<file path="config.mk">
export PLATFORM = sky130hd
export DESIGN_NAME = des_decrypt_iterative
export DESIGN_NICKNAME = d
export VERILOG_FILES = /design/src/rtl/des_pkg.sv /design/src/rtl/des_key_schedule_rev.sv /design/src/rtl/des_decrypt_iterative.sv
export SDC_FILE = /design/constraint.sdc
export NUM_CORES = 1
export LEC_CHECK = 0
export ABC_AREA = 0
export CAP_MARGIN = 30
export CORE_MARGIN = 2
export CORE_UTILIZATION = 28
export DETAILED_ROUTE_END_ITERATION = 8
export REMOVE_ABC_BUFFERS = 1
export SLEW_MARGIN = 20
export SYNTH_ARGS = -nofsm -noshare
export SYNTH_HDL_FRONTEND = slang
export SYNTH_SLANG_ARGS = --single-unit
</file>
<file path="constraint.sdc">
create_clock -name clk -period 6.9 [get_ports clk]
set_input_delay 2.07 -clock clk [delete_from_list [all_inputs] [get_ports clk]]
set_output_delay 2.07 -clock clk [all_outputs]
set_load 0.02 [all_outputs]
</file>
<file path="src/rtl/des_pkg.sv">
// Shared DES constants and combinational primitives for the decryption core.
// Bit numbering follows the DES standard: vectors are declared [1:N], bit 1 = MSB.
package des_pkg;

    typedef enum logic [1:0] {
        StIdle  = 2'd0,
        StRound = 2'd1,
        StDone  = 2'd2
    } state_e;

    localparam int unsigned IP_TAB [1:64] = '{
        58, 50, 42, 34, 26, 18, 10,  2,  60, 52, 44, 36, 28, 20, 12,  4,
        62, 54, 46, 38, 30, 22, 14,  6,  64, 56, 48, 40, 32, 24, 16,  8,
        57, 49, 41, 33, 25, 17,  9,  1,  59, 51, 43, 35, 27, 19, 11,  3,
        61, 53, 45, 37, 29, 21, 13,  5,  63, 55, 47, 39, 31, 23, 15,  7
    };

    localparam int unsigned FP_TAB [1:64] = '{
        40,  8, 48, 16, 56, 24, 64, 32,  39,  7, 47, 15, 55, 23, 63, 31,
        38,  6, 46, 14, 54, 22, 62, 30,  37,  5, 45, 13, 53, 21, 61, 29,
        36,  4, 44, 12, 52, 20, 60, 28,  35,  3, 43, 11, 51, 19, 59, 27,
        34,  2, 42, 10, 50, 18, 58, 26,  33,  1, 41,  9, 49, 17, 57, 25
    };

    localparam int unsigned E_TAB [1:48] = '{
        32,  1,  2,  3,  4,  5,   4,  5,  6,  7,  8,  9,
         8,  9, 10, 11, 12, 13,  12, 13, 14, 15, 16, 17,
        16, 17, 18, 19, 20, 21,  20, 21, 22, 23, 24, 25,
        24, 25, 26, 27, 28, 29,  28, 29, 30, 31, 32,  1
    };

    localparam int unsigned P_TAB [1:32] = '{
        16,  7, 20, 21, 29, 12, 28, 17,   1, 15, 23, 26,  5, 18, 31, 10,
         2,  8, 24, 14, 32, 27,  3,  9,  19, 13, 30,  6, 22, 11,  4, 25
    };

    // Parity bits 8,16,..,64 never appear here, so they drop out of the schedule.
    localparam int unsigned PC1_TAB [1:56] = '{
        57, 49, 41, 33, 25, 17,  9,   1, 58, 50, 42, 34, 26, 18,
        10,  2, 59, 51, 43, 35, 27,  19, 11,  3, 60, 52, 44, 36,
        63, 55, 47, 39, 31, 23, 15,   7, 62, 54, 46, 38, 30, 22,
        14,  6, 61, 53, 45, 37, 29,  21, 13,  5, 28, 20, 12,  4
    };

    localparam int unsigned PC2_TAB [1:48] = '{
        14, 17, 11, 24,  1,  5,   3, 28, 15,  6, 21, 10,
        23, 19, 12,  4, 26,  8,  16,  7, 27, 20, 13,  2,
        41, 52, 31, 37, 47, 55,  30, 40, 51, 45, 33, 48,
        44, 49, 39, 56, 34, 53,  46, 42, 50, 36, 29, 32
    };

    // Encryption-direction left-shift schedule; decryption walks it backwards.
    localparam int unsigned SHIFT [1:16] = '{1, 1, 2, 2, 2, 2, 2, 2, 1, 2, 2, 2, 2, 2, 2, 1};

    // Each row packs 16 nibbles, column 0 in the top nibble.
    localparam logic [63:0] SBOX [0:7][0:3] = '{
        '{64'hE4D12FB83A6C5907, 64'h0F74E2D1A6CB9538, 64'h41E8D62BFC973A50, 64'hFC8249175B3EA06D},
        '{64'hF18E6B34972DC05A, 64'h3D47F28EC01A69B5, 64'h0E7BA4D158C6932F, 64'hD8A13F42B67C05E9},
        '{64'hA09E63F51DC7B428, 64'hD709346A285ECBF1, 64'hD6498F30B12C5AE7, 64'h1AD069874FE3B52C},
        '{64'h7DE3069A1285BC4F, 64'hD8B56F03472C1AE9, 64'hA690CB7DF13E5284, 64'h3F06A1D8945BC72E},
        '{64'h2C417AB6853FD0E9, 64'hEB2C47D150FA3986, 64'h421BAD78F9C5630E, 64'hB8C71E2D6F09A453},
        '{64'hC1AF92680D34E75B, 64'hAF427C9561DE0B38, 64'h9EF528C3704A1DB6, 64'h432C95FABE17608D},
        '{64'h4B2EF08D3C975A61, 64'hD0B7491AE35C2F86, 64'h14BDC37EAF680592, 64'h6BD814A7950FE23C},
        '{64'hD2846FB1A93E50C7, 64'h1FD8A374C56B0E92, 64'h7B419CE206ADF358, 64'h21E74A8DFC90356B}
    };

    function automatic logic [1:64] ip_perm(input logic [1:64] x);
        logic [1:64] y;
        for (int j = 1; j <= 64; j++) y[j] = x[IP_TAB[j]];
        return y;
    endfunction

    function automatic logic [1:64] fp_perm(input logic [1:64] x);
        logic [1:64] y;
        for (int j = 1; j <= 64; j++) y[j] = x[FP_TAB[j]];
        return y;
    endfunction

    function automatic logic [1:56] pc1_perm(input logic [1:64] x);
        logic [1:56] y;
        for (int j = 1; j <= 56; j++) y[j] = x[PC1_TAB[j]];
        return y;
    endfunction

    function automatic logic [1:48] pc2_perm(input logic [1:56] x);
        logic [1:48] y;
        for (int j = 1; j <= 48; j++) y[j] = x[PC2_TAB[j]];
        return y;
    endfunction

    function automatic logic [1:48] e_expansion(input logic [1:32] x);
        logic [1:48] y;
        for (int j = 1; j <= 48; j++) y[j] = x[E_TAB[j]];
        return y;
    endfunction

    function automatic logic [1:32] p_permutation(input logic [1:32] x);
        logic [1:32] y;
        for (int j = 1; j <= 32; j++) y[j] = x[P_TAB[j]];
        return y;
    endfunction

    // Outer bits of each 6-bit group pick the row, inner four pick the column.
    function automatic logic [1:32] s_boxes(input logic [1:48] x);
        logic [1:32] y;
        logic [1:0]  row;
        logic [3:0]  col;
        logic [63:0] w;
        for (int b = 0; b < 8; b++) begin
            row = {x[6*b+1], x[6*b+6]};
            col = {x[6*b+2], x[6*b+3], x[6*b+4], x[6*b+5]};
            w   = SBOX[b][row] >> (4 * (15 - int'(col)));
            for (int k = 0; k < 4; k++) y[4*b+1+k] = w[3-k];
        end
        return y;
    endfunction

    function automatic logic [1:32] feistel_f(input logic [1:32] r, input logic [1:48] k);
        return p_permutation(s_boxes(e_expansion(r) ^ k));
    endfunction

endpackage

</file>
<file path="src/rtl/des_key_schedule_rev.sv">
// Reverse DES key schedule: holds C/D and emits subkeys K16..K1 one per step.
module des_key_schedule_rev
    import des_pkg::*;
#(
    parameter int unsigned STEP_W = 5
) (
    input  logic              clk,
    input  logic              rst_n,
    input  logic              enable,
    input  logic              load,
    input  logic              step,
    input  logic [STEP_W-1:0] step_idx,
    input  logic [1:64]       key,
    output logic [1:48]       subkey
);

    logic [1:56] cd_q, cd_d;

    // Undo the encryption shift for step i: rotate right by SHIFT[17-i].
    function automatic logic [1:56] cd_rotate_rev(input logic [1:56] cd, input int unsigned i);
        logic [1:28] c;
        logic [1:28] d;
        int unsigned amt;
        c   = cd[1:28];
        d   = cd[29:56];
        amt = (i >= 1 && i <= 16) ? SHIFT[17 - i] : 0;
        if (amt == 2) begin
            c = {c[27:28], c[1:26]};
            d = {d[27:28], d[1:26]};
        end else if (amt == 1) begin
            c = {c[28], c[1:27]};
            d = {d[28], d[1:27]};
        end
        return {c, d};
    endfunction

    // PC1(key) equals C16/D16 because the full schedule rotates by 28 in total.
    always_comb begin
        cd_d = cd_q;
        if (load) begin
            cd_d = pc1_perm(key);
        end else if (step) begin
            cd_d = cd_rotate_rev(cd_q, 32'(step_idx));
        end
    end

    // C/D register; contents are don't-care after reset.
    always_ff @(posedge clk) begin
        if (rst_n && enable) begin
            cd_q <= cd_d;
        end
    end

    assign subkey = pc2_perm(cd_q);

endmodule

</file>
<file path="src/rtl/des_decrypt_iterative.sv">
// Iterative DES decryption core: one Feistel round per enabled clock.
module des_decrypt_iterative
    import des_pkg::*;
#(
    parameter int unsigned NUM_ROUNDS = 16
) (
    input  logic                              clk,
    input  logic                              rst_n,
    input  logic                              enable,
    input  logic                              i_valid,
    output logic                              i_ready,
    input  logic [1:64]                       ciphertext,
    input  logic [1:64]                       key,
    output logic                              o_valid,
    input  logic                              o_ready,
    output logic [1:64]                       plaintext,
    output logic [$clog2(NUM_ROUNDS+1)-1:0]   round_idx
);

    localparam int unsigned RW = $clog2(NUM_ROUNDS + 1);
    localparam logic [RW-1:0] LAST_ROUND = RW'(NUM_ROUNDS);

    state_e        state_q, state_d;
    logic [RW-1:0] round_q, round_d;
    logic          valid_q, valid_d;
    logic [1:64]   pt_q, pt_d;
    logic [1:32]   l_q, l_d, r_q, r_d;
    logic [1:64]   ip_ct;
    logic [1:48]   subkey;
    logic [1:32]   r_new;
    logic          ks_load, ks_step;

    des_key_schedule_rev #(
        .STEP_W (RW)
    ) u_ks (
        .clk      (clk),
        .rst_n    (rst_n),
        .enable   (enable),
        .load     (ks_load),
        .step     (ks_step),
        .step_idx (round_q),
        .key      (key),
        .subkey   (subkey)
    );

    // Round datapath: input permutation and the Feistel mix of the current halves.
    always_comb begin
        ip_ct = ip_perm(ciphertext);
        r_new = l_q ^ feistel_f(r_q, subkey);
    end

    // FSM next-state, round counter, halves and output register.
    always_comb begin
        state_d = state_q;
        round_d = round_q;
        valid_d = valid_q;
        pt_d    = pt_q;
        l_d     = l_q;
        r_d     = r_q;
        ks_load = 1'b0;
        ks_step = 1'b0;
        case (state_q)
            StIdle: begin
                if (i_valid) begin
                    l_d     = ip_ct[1:32];
                    r_d     = ip_ct[33:64];
                    ks_load = 1'b1;
                    round_d = RW'(1);
                    state_d = StRound;
                end
            end
            StRound: begin
                ks_step = 1'b1;
                l_d     = r_q;
                r_d     = r_new;
                if (round_q == LAST_ROUND) begin
                    // Final halves are swapped before FP: {R16, L16}.
                    pt_d    = fp_perm({r_new, r_q});
                    valid_d = 1'b1;
                    round_d = '0;
                    state_d = StDone;
                end else begin
                    round_d = round_q + RW'(1);
                end
            end
            StDone: begin
                if (o_ready) begin
                    valid_d = 1'b0;
                    state_d = StIdle;
                end
            end
            default: begin
                state_d = StIdle;
                valid_d = 1'b0;
                round_d = '0;
            end
        endcase
    end

    // Control and result registers; reset wins over the stall.
    always_ff @(posedge clk) begin
        if (!rst_n) begin
            state_q <= StIdle;
            round_q <= '0;
            valid_q <= 1'b0;
            pt_q    <= '0;
        end else if (enable) begin
            state_q <= state_d;
            round_q <= round_d;
            valid_q <= valid_d;
            pt_q    <= pt_d;
        end
    end

    // L/R halves; contents are don't-care after reset.
    always_ff @(posedge clk) begin
        if (rst_n && enable) begin
            l_q <= l_d;
            r_q <= r_d;
        end
    end

    assign i_ready   = (state_q == StIdle);
    assign o_valid   = valid_q;
    assign plaintext = pt_q;
    assign round_idx = round_q;

endmodule

</file>
# After elaboration in Yosys (flattened, before gate mapping)
# Memory sizes are Yosys's and may differ from the RTL's.
# Index checks and enable logic that the tools add are counted.
[totals] memories=1 word_cells=120 reg_bits=192 inputBits=133 mem_bits_ro=1024
[classes] n_addsub=10 n_lt_le_gt_ge=11 eq_ne=8 shift=8 reduce_logical=12 muxes=50 bitwise=13
[mem_list] name="(no name shown)" depth=32 width=32 read_ports=1 rd_ports_with_merged_regs=0 write_ports=0 line="des_key_schedule_rev.sv:26" rtl="amt = (i >= 1 && i <= 16) ? SHIFT[17 - i] : 0;"
[op_table] op="64-bit binary-select mux with 2-bit select" n=8
[op_table] op="64-bit 2-to-1 mux" n=16
[op_table] op="64-bit by 32-bit right shift with 4-bit output" n=8
[op_table] op="32-bit 2-to-1 mux" n=5
[op_table] op="32-bit case mux with 2 select lines" n=2
[op_table] op="28-bit 2-to-1 mux" n=4
[op_table] op="56-bit 2-to-1 mux" n=2
[op_table] op="48-bit bitwise XOR" n=1
[op_table] op="4-bit by 4-bit subtractor with 5-bit output, first input constant" n=8
[op_table] op="33-bit by 6-bit >= comparator with 1-bit output, second input constant" n=1
[op_table] op="32-bit inverter with 33-bit output" n=1
[op_table] op="32-bit by 1-bit equality test with 1-bit output, second input constant" n=1
[op_table] op="32-bit by 2-bit equality test with 1-bit output, second input constant" n=1
[op_table] op="32-bit bitwise XOR" n=1
[op_table] op="3-bit >= comparator, second input constant" n=8
[op_table] op="2-bit inverter with 3-bit output" n=8
[op_table] op="5-bit case mux with 3 select lines" n=1
[op_table] op="3-bit AND reduction" n=4
[op_table] op="5-bit 2-to-1 mux" n=2
[op_table] op="4-bit AND reduction" n=2
[op_table] op="2-bit 2-to-1 mux" n=3
[op_table] op="2-bit != test, second input constant" n=3
[op_table] op="2-bit case mux with 3 select lines" n=1
[op_table] op="5-bit by 5-bit subtractor with 6-bit output, first input constant" n=1
[op_table] op="13 further kinds" n=20

# Depth between registers and ports, before layout
[depth] depth_word=11 mapped_depth=12 mapped_depth_nobuf=10

# Cells and area by module
# Synthesis repeated with hierarchy kept, for this count alone.
[unflattened] cells_unflattened=1648 area_unflattened_um2=14526.4
[modules_own_cells] mod="des_decrypt_iterative" area_per_inst_um2=11158.2 cells_each=1341 seq_area_each_um2=3363.2 n_inst=1
[modules_own_cells] mod="des_key_schedule_rev" area_per_inst_um2=3368.2 cells_each=307 seq_area_each_um2=1681.6 n_inst=1

# Worst setup path before layout
# No wires, ideal clock.
[synth_path] path_kind="input-to-reg" startpoint="in i_valid" endpoint="reg u_ks.cd_q[10] in the netlist's numbering (enable)" path_buffers=2 stages=5 setup_ns=0.477 required_time_ns=6.423 path_slack_ns=-0.201 t_arrival_ns=6.624 cell_sequence="and2_1 > clkbuf_1 > clkbuf_1 > o211a_1 > nor2b_1"
[synth_via] elab_chain_len=4
[synth_rtl] element="start, declared" line="des_decrypt_iterative.sv:10" rtl="input logic i_valid,"
[synth_rtl] element="1-bit 2-to-1 mux *" line="des_decrypt_iterative.sv:64" rtl="if (i_valid) begin"
[synth_rtl] element="1-bit 2-to-1 mux *" line="des_decrypt_iterative.sv:62" rtl="case (state_q)"
[synth_rtl] element="3-bit nonzero test (no line) or 2-bit nonzero test (tied branches)"
[synth_rtl] element="3-bit AND reduction (no line) *"
[synth_rtl] element="end signal, assigned" line="des_key_schedule_rev.sv:50" rtl="cd_q <= cd_d;"
[synth_rtl] element="end, declared" line="des_key_schedule_rev.sv:17" rtl="logic [1:56] cd_q, cd_d;"
# Mark *: on every way between the ends. The rest lies on a longest branch, timed or not.
# A chain may end at the register's enable or synchronous reset.

# Worst setup path in the final report
[layout_path] startpoint="in enable" endpoint="reg pt_q (netlist bit plaintext[28])"
[layout_via] elab_chain_len=1
[layout_rtl] element="start, declared" line="des_decrypt_iterative.sv:9" rtl="input logic enable,"
[layout_rtl] element="3-bit AND reduction (no line)"
[layout_rtl] element="end signal, assigned" line="des_decrypt_iterative.sv:111" rtl="pt_q <= pt_d;"
[layout_rtl] element="end, declared" line="des_decrypt_iterative.sv:26" rtl="logic [1:64] pt_q, pt_d;"
# Every way passes these cells.

==> run_results.csv <==
group,metric,value,unit
run_status,status,"completed",
setup_path,arrival,4.58,ns
die,die_w,230.9,um
finish,antenna_cells,0,
job,cap_viol_max_count,0,
synthesis,synth_seq_cells,192,
global_route,grt_pass1_vias,12232,
timing,finalClockSkew,0.01500,ns
synthesis,syn_area_per_cell,8.815,sq um
place,pre_cts_ws,2.198,ns
clock_tree,cts_sinks,192,
finish,drive_gt1_share,7.675,%
setup_path,cp-start-kind,"primary input",
place,dp_cells,2415,
place,port_buffers,195,
synthesis,ys_types,83,
synthesis,yosys.area_share.simple,15.92,%
routing,vias,12830,
finish,n_fill_cell,5263,
clock_tree,cts_made_buffers,17,
setup_path,end_kind,"flop",
global_route,grt_pass1_wl,72.91,mm
synthesis,synth_top_area_share,24.99,%
synthesis,synthFlopType,"edfxtp_1",
clock_tree,clock_latency,0.50,ns
synthesis,muxShareOfSynthArea,9.040,%
die,initial_core_util,28.23,%
global_route,grt_usage,17.89,%
place,gp_congestion,0.8668,
timing,period_share,60.50,%
routing,firstDrtPassIters,5,
clock_tree,htreeDepth,4,
synthesis,synth_compound_area_share,19.01,%
global_route,grt_overflow,0,
synthesis,synth_top_family_by_area,"compound AO/OA/AOI/OAI gates",
synthesis,synthAdderAreaFrac,5.900,%
clock_tree,cts_tree,"yes",
routing,drc_errors,0,
power_and_ir_drop,p_per_area,188.3,nW/um^2
die,rows,83,
timing,worstMarginPinSlew,0.9815,ns
finish,area_delta_synth_final,21.79,%
power_and_ir_drop,ir_worst_vdd,0.1300,mV
hold_path,hp-class,"flop to flop",
place,post_dp_cell_area,16900,sq um
routing,first_iter_violations,924,
synthesis,yosysTopAreaCell,"edfxtp_1",
synthesis,synth-xor-area-share,10.37,%
synthesis,ys_warn_count,0,
routing,ant_nets,0,
setup_path,worstSetupPathType,"primary input to flop",
clock_tree,cts_resized,0,
synthesis,synth_area,14420,sq um
synthesis,synth_cells,1636,
synthesis,synth.area.top_cells,"edfxtp_1 25%, dfxtp_1 10%, nand2_1 8.7%",
timing,max_freq,0.2396,GHz
die,io_pins,204,
die,die_area,53340,sq um
timing,setup_violations,0,
die,core,51090,sq um
timing,finalWorstSetupSlack,2.726,ns
finish,final_cells,2452,
synthesis,async_flop_share,0,%
power_and_ir_drop,p_leak,6.556,nW
timing,slew_violations,0,
global_route,grt_max_degree,65,
die,die_y,230.9,um
timing,max_slew_margin,34.10,%
setup_path,path_max_fanout,46,
place,dp_hpwl,34.51,mm
timing,tns,0,ns
global_route,antenna_found_initial,0,
timing,hold_viol_final,0,
timing,rsz0062_at_grt,"no",
routing,avgRoutedWirePerCell,19.63,um
timing,final.min_clock_period,4.174,ns
finish,utilization,34.38,%
clock_tree,ctsHoldBuffers,0,
routing,wl,48.13,mm
setup_path,worstPathRequired,7.30,ns
clock_tree,clk_transition_reported_paths,0.08,ns
synthesis,yosysSeqAreaShare,34.98,%
finish,nNetsFinal,1960,
synthesis,synth_edf_count,120,
clock_tree,postCtsSetupBuffers,0,
clock_tree,cts_buffer_depth,2,
routing,via_per_inst,5.232,
finish,final_cell_area,17560,sq um
clock_tree,clockRootBuffer,"clkbuf_16",
==> cells in the mapped netlist (5+ instances only) <==
cell type,instances
a21oi_1,94
clkbuf_2,6
a311oi_1,5
xor2_1,43
o21ai_0,141
a31oi_1,14
inv_1,39
a2111oi_0,8
o311ai_0,8
dfxtp_1,72
o31ai_1,8
o221ai_1,13
o211ai_1,22
o2111ai_1,9
xor2_2,13
nor3_1,47
and2_1,6
or3_1,8
a221oi_1,6
nand4_1,9
o22ai_1,9
mux4_2,16
mux2i_1,83
nand3_1,38
nand2_1,333
a211oi_1,30
clkbuf_1,73
o21ai_1,12
nor2_1,73
ha_1,68
edfxtp_1,120
xnor2_1,68
buf_2,30
xnor2_2,9
and3_1,7
xor2_4,5
==> cell families (layout without fill, tap and decap cells) <==
logic type	after synthesis	count (layout)
flops	192	192
fa+ha+maj	68	68
mux	105	105
simple gates	543	543
buf+inv	161	297
xor+xnor	139	139
compound gates	428	428
==> registers in the layout, indices dropped and copies added (netlist names) <==
register and count:
l_q 32, o_valid 1, plaintext 64, r_q 32, round_idx 5, state_q 2, u_ks.cd_q 56
==> report_power, final <==
group,switching (W),internal [W]
clock network,0.000523,0.000512
logic,0.000557,0.000382
registers,0.0000578,0.00127
==> per-stage QoR <==
step / power, W / hold slack, ns
2_1_floorplan: 0.001966 / 0.4877
3_3_place_gp: 0.002274 / 0.4466
3_5_place_dp: 0.002288 / 0.4479
4_1_cts: 0.003341 / 0.4586
5_1_grt: 0.003482 / 0.4734
6_report: 0.003307 / 0.4577
==> cell usage in the layout (no fill, tap or decap), types with 11 or more instances in the layout <==
cell type and n:
a211oi_1 30, a21oi_1 94, a31oi_1 14, buf_4 24, clkbuf_16 17, clkdlybuf4s50_1 194
dfxtp_1 72, edfxtp_1 120, ha_1 68, inv_1 38, mux2i_1 83, mux4_2 16
nand2_1 332, nand3_1 37, nor2_1 72, nor3_1 47, o211ai_1 22, o21ai_0 141
o21ai_1 12, o221ai_1 13, xnor2_1 66, xnor2_2 11, xor2_1 43, xor2_2 13
==> critical path: stages <==
cell,delay [ns]
clkdlybuf4s50_1,0.71
and3_2,0.81
buf_4,0.59
nor2_1,0.09
a211oi_1,0.25
==> path summary, 6_finish.rpt <==
check | slack (ns) | endpoint | from | depth (start not counted)
max reg2reg | 3.10 | r_q[14]$_DFFE_PP_ | r_q[21]$_DFFE_PP_ | 10
max | 2.73 | plaintext[28]$_SDFFE_PN0P_ | enable | 5
min | 0.46 | plaintext[61]$_SDFFE_PN0P_ | plaintext[61]$_SDFFE_PN0P_ | 2
min reg2reg | 0.46 | plaintext[61]$_SDFFE_PN0P_ | plaintext[61]$_SDFFE_PN0P_ | 2
==> layer usage <==
layer / wire [um] / GRT usage, % / up-vias
li1: - / - / 6168
met1: 21980 / 24.12 / 6127
met2: 21440 / 27.39 / 462
met3: 2931 / 3.718 / 73
met4: 1784 / 8.145 / 0
met5: 0 / 0 / -
==> area by class of cell <==
class,count,area (sq um),area share [%]
clock buffers,19,432.9,2.465
clock inverters,13,141.4,0.8050
repair buffers,222,2190,12.47
inverters,43,163.9,0.9332
well taps,680,850.8,4.844
flip-flops and latches,192,5045,28.72
multi-input cells,1283,8741,49.77
Power figures use the tool's default switching activity.
